--- src/rtl/shader_sequencer.sv ---
// rtl/shader_sequencer.sv - program store and in-order instruction issue for one pixel per start
// Optional feature macro: SHADER_SEQ_DEFAULT_PROG_EN (reset preloads GETX r0 / SETRGB r0).
module shader_sequencer #(
  parameter int NUM_INSTR = 16
) (
  input  logic       clk_i,
  input  logic       rst_i,
  input  logic       load_valid_i,
  input  logic [7:0] load_data_i,
  output logic       load_ready_o,
  input  logic       load_restart_i,
  input  logic       start_i,
  output logic [7:0] instr_o,
  output logic       execute_o,
  output logic       busy_o,
  output logic       done_o,
  output logic       overrun_o
);

  localparam int AW = $clog2(NUM_INSTR);

  typedef enum logic {
    IDLE,
    RUN
  } state_t;

  state_t        state_q, state_d;
  logic [AW-1:0] wptr_q, wptr_d;
  logic [AW-1:0] rptr_q, rptr_d;
  logic [7:0]    mem_q [NUM_INSTR];
  logic [7:0]    mem_d [NUM_INSTR];
  logic [7:0]    instr_q, instr_d;
  logic          execute_q, execute_d;
  logic          done_q, done_d;
  logic          overrun_q, overrun_d;
  logic          load_fire;

  assign load_ready_o = (state_q == IDLE) && !start_i;
  assign load_fire    = load_valid_i && load_ready_o;
  assign instr_o      = instr_q;
  assign execute_o    = execute_q;
  assign busy_o       = (state_q == RUN);
  assign done_o       = done_q;
  assign overrun_o    = overrun_q;

  // Next-state: program loading, and issue where rptr names the next entry to send.
  // Entry 0 goes out on the start edge, so rptr wrapping back to 0 in RUN means
  // every entry has been issued and this edge produces the done pulse instead.
  always_comb begin
    state_d   = state_q;
    wptr_d    = wptr_q;
    rptr_d    = rptr_q;
    mem_d     = mem_q;
    instr_d   = instr_q;
    execute_d = 1'b0;
    done_d    = 1'b0;
    overrun_d = overrun_q;

    if (load_fire) begin
      mem_d[wptr_q] = load_data_i;
      wptr_d        = wptr_q + 1'b1;
    end
    if (load_restart_i) begin
      wptr_d = '0;
    end

    case (state_q)
      IDLE: begin
        if (start_i) begin
          state_d   = RUN;
          instr_d   = mem_q[0];
          execute_d = 1'b1;
          rptr_d    = AW'(1);
        end
      end
      RUN: begin
        if (start_i) begin
          overrun_d = 1'b1;
        end
        if (rptr_q == '0) begin
          state_d = IDLE;
          done_d  = 1'b1;
        end else begin
          instr_d   = mem_q[rptr_q];
          execute_d = 1'b1;
          rptr_d    = rptr_q + 1'b1;
        end
      end
      default: state_d = IDLE;
    endcase
  end

  // State, registered outputs and program memory; reset also (re)initialises the program.
  always_ff @(posedge clk_i) begin
    if (rst_i) begin
      state_q   <= IDLE;
      wptr_q    <= '0;
      rptr_q    <= '0;
      instr_q   <= 8'h00;
      execute_q <= 1'b0;
      done_q    <= 1'b0;
      overrun_q <= 1'b0;
      for (int i = 0; i < NUM_INSTR; i++) begin
        mem_q[i] <= 8'h00;
      end
`ifdef SHADER_SEQ_DEFAULT_PROG_EN
      mem_q[0] <= 8'h10;
      mem_q[1] <= 8'h00;
`else
`endif
    end else begin
      state_q   <= state_d;
      wptr_q    <= wptr_d;
      rptr_q    <= rptr_d;
      instr_q   <= instr_d;
      execute_q <= execute_d;
      done_q    <= done_d;
      overrun_q <= overrun_d;
      mem_q     <= mem_d;
    end
  end

endmodule

--- config.mk ---
export PLATFORM = sky130hd
export DESIGN_NAME = shader_sequencer
export DESIGN_NICKNAME = d
export VERILOG_FILES = /design/src/rtl/shader_sequencer.sv
export SDC_FILE = /design/constraint.sdc
export NUM_CORES = 1
export LEC_CHECK = 0
export BUFFER_PORTS_ARGS = -buffer_cell sky130_fd_sc_hd__buf_2
export CORE_MARGIN = 1.5
export CORE_UTILIZATION = 35
export CTS_CLUSTER_SIZE = 14
export DETAILED_ROUTE_END_ITERATION = 12
export PLACE_DENSITY = 0.53
export SYNTH_ARGS = -nofsm -noshare
export SYNTH_HDL_FRONTEND = slang
export SYNTH_SLANG_ARGS = --single-unit
--- constraint.sdc ---
create_clock -name clk_i -period 2.39 [get_ports clk_i]
set_input_delay 0.1195 -clock clk_i [delete_from_list [all_inputs] [get_ports clk_i]]
set_output_delay 0.1195 -clock clk_i [all_outputs]
set_load 0.01 [all_outputs]
==> out/qor.txt <==
Outcome: completed
Crit path DAT: 2260 ps
Post-CTS Setup Bufs: 0
Setup-failing EPs final: 0
Gpl congestion: 0.757
Routed len/inst: 18.4 um
Final Hold Fails: 0
Setup ws final: 434 ps
Worst Hold Class: in2reg
Kind of start point of the critical path: flop
Grt total ovfl: 0
Clk_skew: 12.3 ps
Port Buffers: 25
Clock transition at path regs: 60 ps
DP Wirelength: 10600 um
Vias: 4472
Pre-CTS WS: 364 ps
Die area: 19800 um^2
Netlist cell types: 40
Required @ worst endpoint: 2700 ps
Period utilization: 81.9%
Final core utilization: 40.2%
Filler cells: 1782
Hold WS: 34.1 ps
CTS tree: built
Ports: 26
Cell area power density: 731 nW/um^2
GRT Resource Usage Total: 17.0%
Leak pwr: 3.30 nW
Drt total wl: 15800 um
Via/cell ratio: 5.22
PnR Total Power: 5.48 mW
Kind of end point of the critical path: flop
Root buffer cell: clkbuf_16
Dpl cells: 825
Worst vdd ir: 0.366 mV
RSZ-0062 raised after global routing: no
Layout cells sized above 1: 19.3%
Layout Cells excl Fill: 857
DRC Markers: 0
YS warnings: 0
Setup_tns: 0 ps
Final ANT Viol Nets: 0
Cts repair resizes: 0
Pre-antenna DRT Iters: 4
Layout net count: 630
Design area: 7500 um^2
Register area share after synthesis: 44.3%
Avg Synthesized Cell Area: 11.1 um^2
CP Max Fanout: 21
First-pass GRT wire length: 25400 um
Crit Path Category: reg2reg
Minimum clock period: 1960 ps
Max Cap Viol: 0
Die extent in y: 141 um
Cell Rows: 50
Clock Path Buffers: 2
Initial antenna violation count: 0
ANT cells: 0
Clk_lat worst skew: 420 ps
Total core area: 18600 um^2
H-tree lvl count: 4
Synth Instances: 600
Final Max Tran Viols: 0
Vias in the first global route: 4593
Fmax: 511 MHz
TritonCTS Buffers: 17
Area growth from synthesis to layout: 13.0%
Initial Util: 35.6%
Worst slew pin tran: 633 ps
Hold buffers post-CTS: 1
Largest net degree at the start of global routing: 59
Initial drt markers: 344
Synthesized area: 6640 um^2
Seq cells post-synth: 147
Die width: 141 um
Mapped Nets: 619
Sink Count: 147
Area after DPL: 6900 um^2
Max_slew headroom: 57.8%
final timing paths:
| path | endpoint | cells after the start | from | slack (ps) |
|---|---|---|---|---|
| setup / recovery | instr_o[5] | 5 | rptr_q[0] | 430 |
| hold / removal | overrun_o | 3 | start_i | 30 |
| setup reg to reg | instr_o[5] | 5 | rptr_q[0] | 430 |
| hold reg to reg | overrun_o | 2 | overrun_o | 470 |
cell usage after synthesis (all sizes together):
cell | count | area share, %
a211oi | 17 | 1.9
a21oi | 12 | 0.96
a22oi | 1 | 0.11
a311oi | 1 | 0.13
a41oi | 1 | 0.13
and2 | 9 | 0.85
and4 | 4 | 0.60
buf | 23 | 2.7
clkbuf | 25 | 1.4
dfxtp | 147 | 44
ha | 6 | 1.1
inv | 7 | 0.40
mux2i | 136 | 21
mux4 | 32 | 11
nand2 | 4 | 0.23
nand2b | 2 | 0.19
nand3 | 13 | 2.8
nand3b | 1 | 0.11
nand4 | 1 | 0.094
nand4bb | 1 | 0.17
nor2 | 135 | 7.6
nor2b | 3 | 0.28
nor3 | 4 | 0.38
nor3b | 1 | 0.28
o21ai | 1 | 0.075
o221ai | 8 | 1.1
o31a | 1 | 0.13
or2 | 1 | 0.094
xnor2 | 1 | 0.13
xor2 | 2 | 0.26
layer usage:
| metal | vias to the layer above | global-route usage (%) | share of wire (%) |
|---|---|---|---|
| met1 | 2239 | 21.1 | 46 |
| met4 | 0 | 7.79 | 1.6 |
| li1 | 2152 | - | - |
| met3 | 18 | 3.36 | 2.8 |
| met5 | - | 0 | 0 |
| met2 | 63 | 28.7 | 50 |
placed cells by master, fill, tap and decap left out, types with 8 or more instances in the layout:
cell	n
a211oi_1	17
a21oi_1	11
and2_1	9
buf_2	24
buf_4	14
clkbuf_16	17
dfxtp_1	146
mux2i_1	136
mux4_2	32
nand3_4	8
nor2_1	135
o221ai_1	8
kinds of logic (layout without fill, tap and decap cells):
logic type	count (synthesis)	in the layout	share of synthesized area, %
and+or+nand+nor	179	179	13.7
buffers and inverters	55	78	4.52
adders and majority gates	6	6	1.13
DFF	147	147	44.3
AOI/OAI and AO/OA	42	42	4.52
muxes	168	168	31.4
xor gates and xnor gates	3	3	0.396
area by class of cell:
| class | count | area, um^2 | share of cell area [%] |
|---|---|---|---|
| Clock buffer | 22 | 484 | 6.46 |
| Clock inverter | 9 | 104 | 1.38 |
| Inverter | 7 | 26.3 | 0.350 |
| Multi-Input combinational cell | 398 | 3390 | 45.2 |
| Sequential cell | 147 | 2940 | 39.3 |
| Tap cell | 234 | 293 | 3.90 |
| Timing Repair Buffer | 40 | 255 | 3.40 |
critical path, cell delays in order (launching register included):
cell	delay (ps)
dfxtp_2	320
buf_4	200
buf_4	400
mux4_2	580
mux2i_1	210
a211oi_1	100
registers in the layout, indices dropped and copies added (netlist names):
signal and flops:
done_o 1, overrun_o 1, execute_o 1, rptr_q 4, wptr_q 4, instr_o 8, mem_q 128
power by group:
| part | internal [mW] | total (mW) | switching, mW |
|---|---|---|---|
| Sequential | 2.48 | 2.51 | 0.0284 |
| Combinational | 0.117 | 0.335 | 0.218 |
| Clock | 1.64 | 2.64 | 1.00 |
| Total | 4.23 | 5.48 | 1.25 |
(Power assumes the default switching activity.)
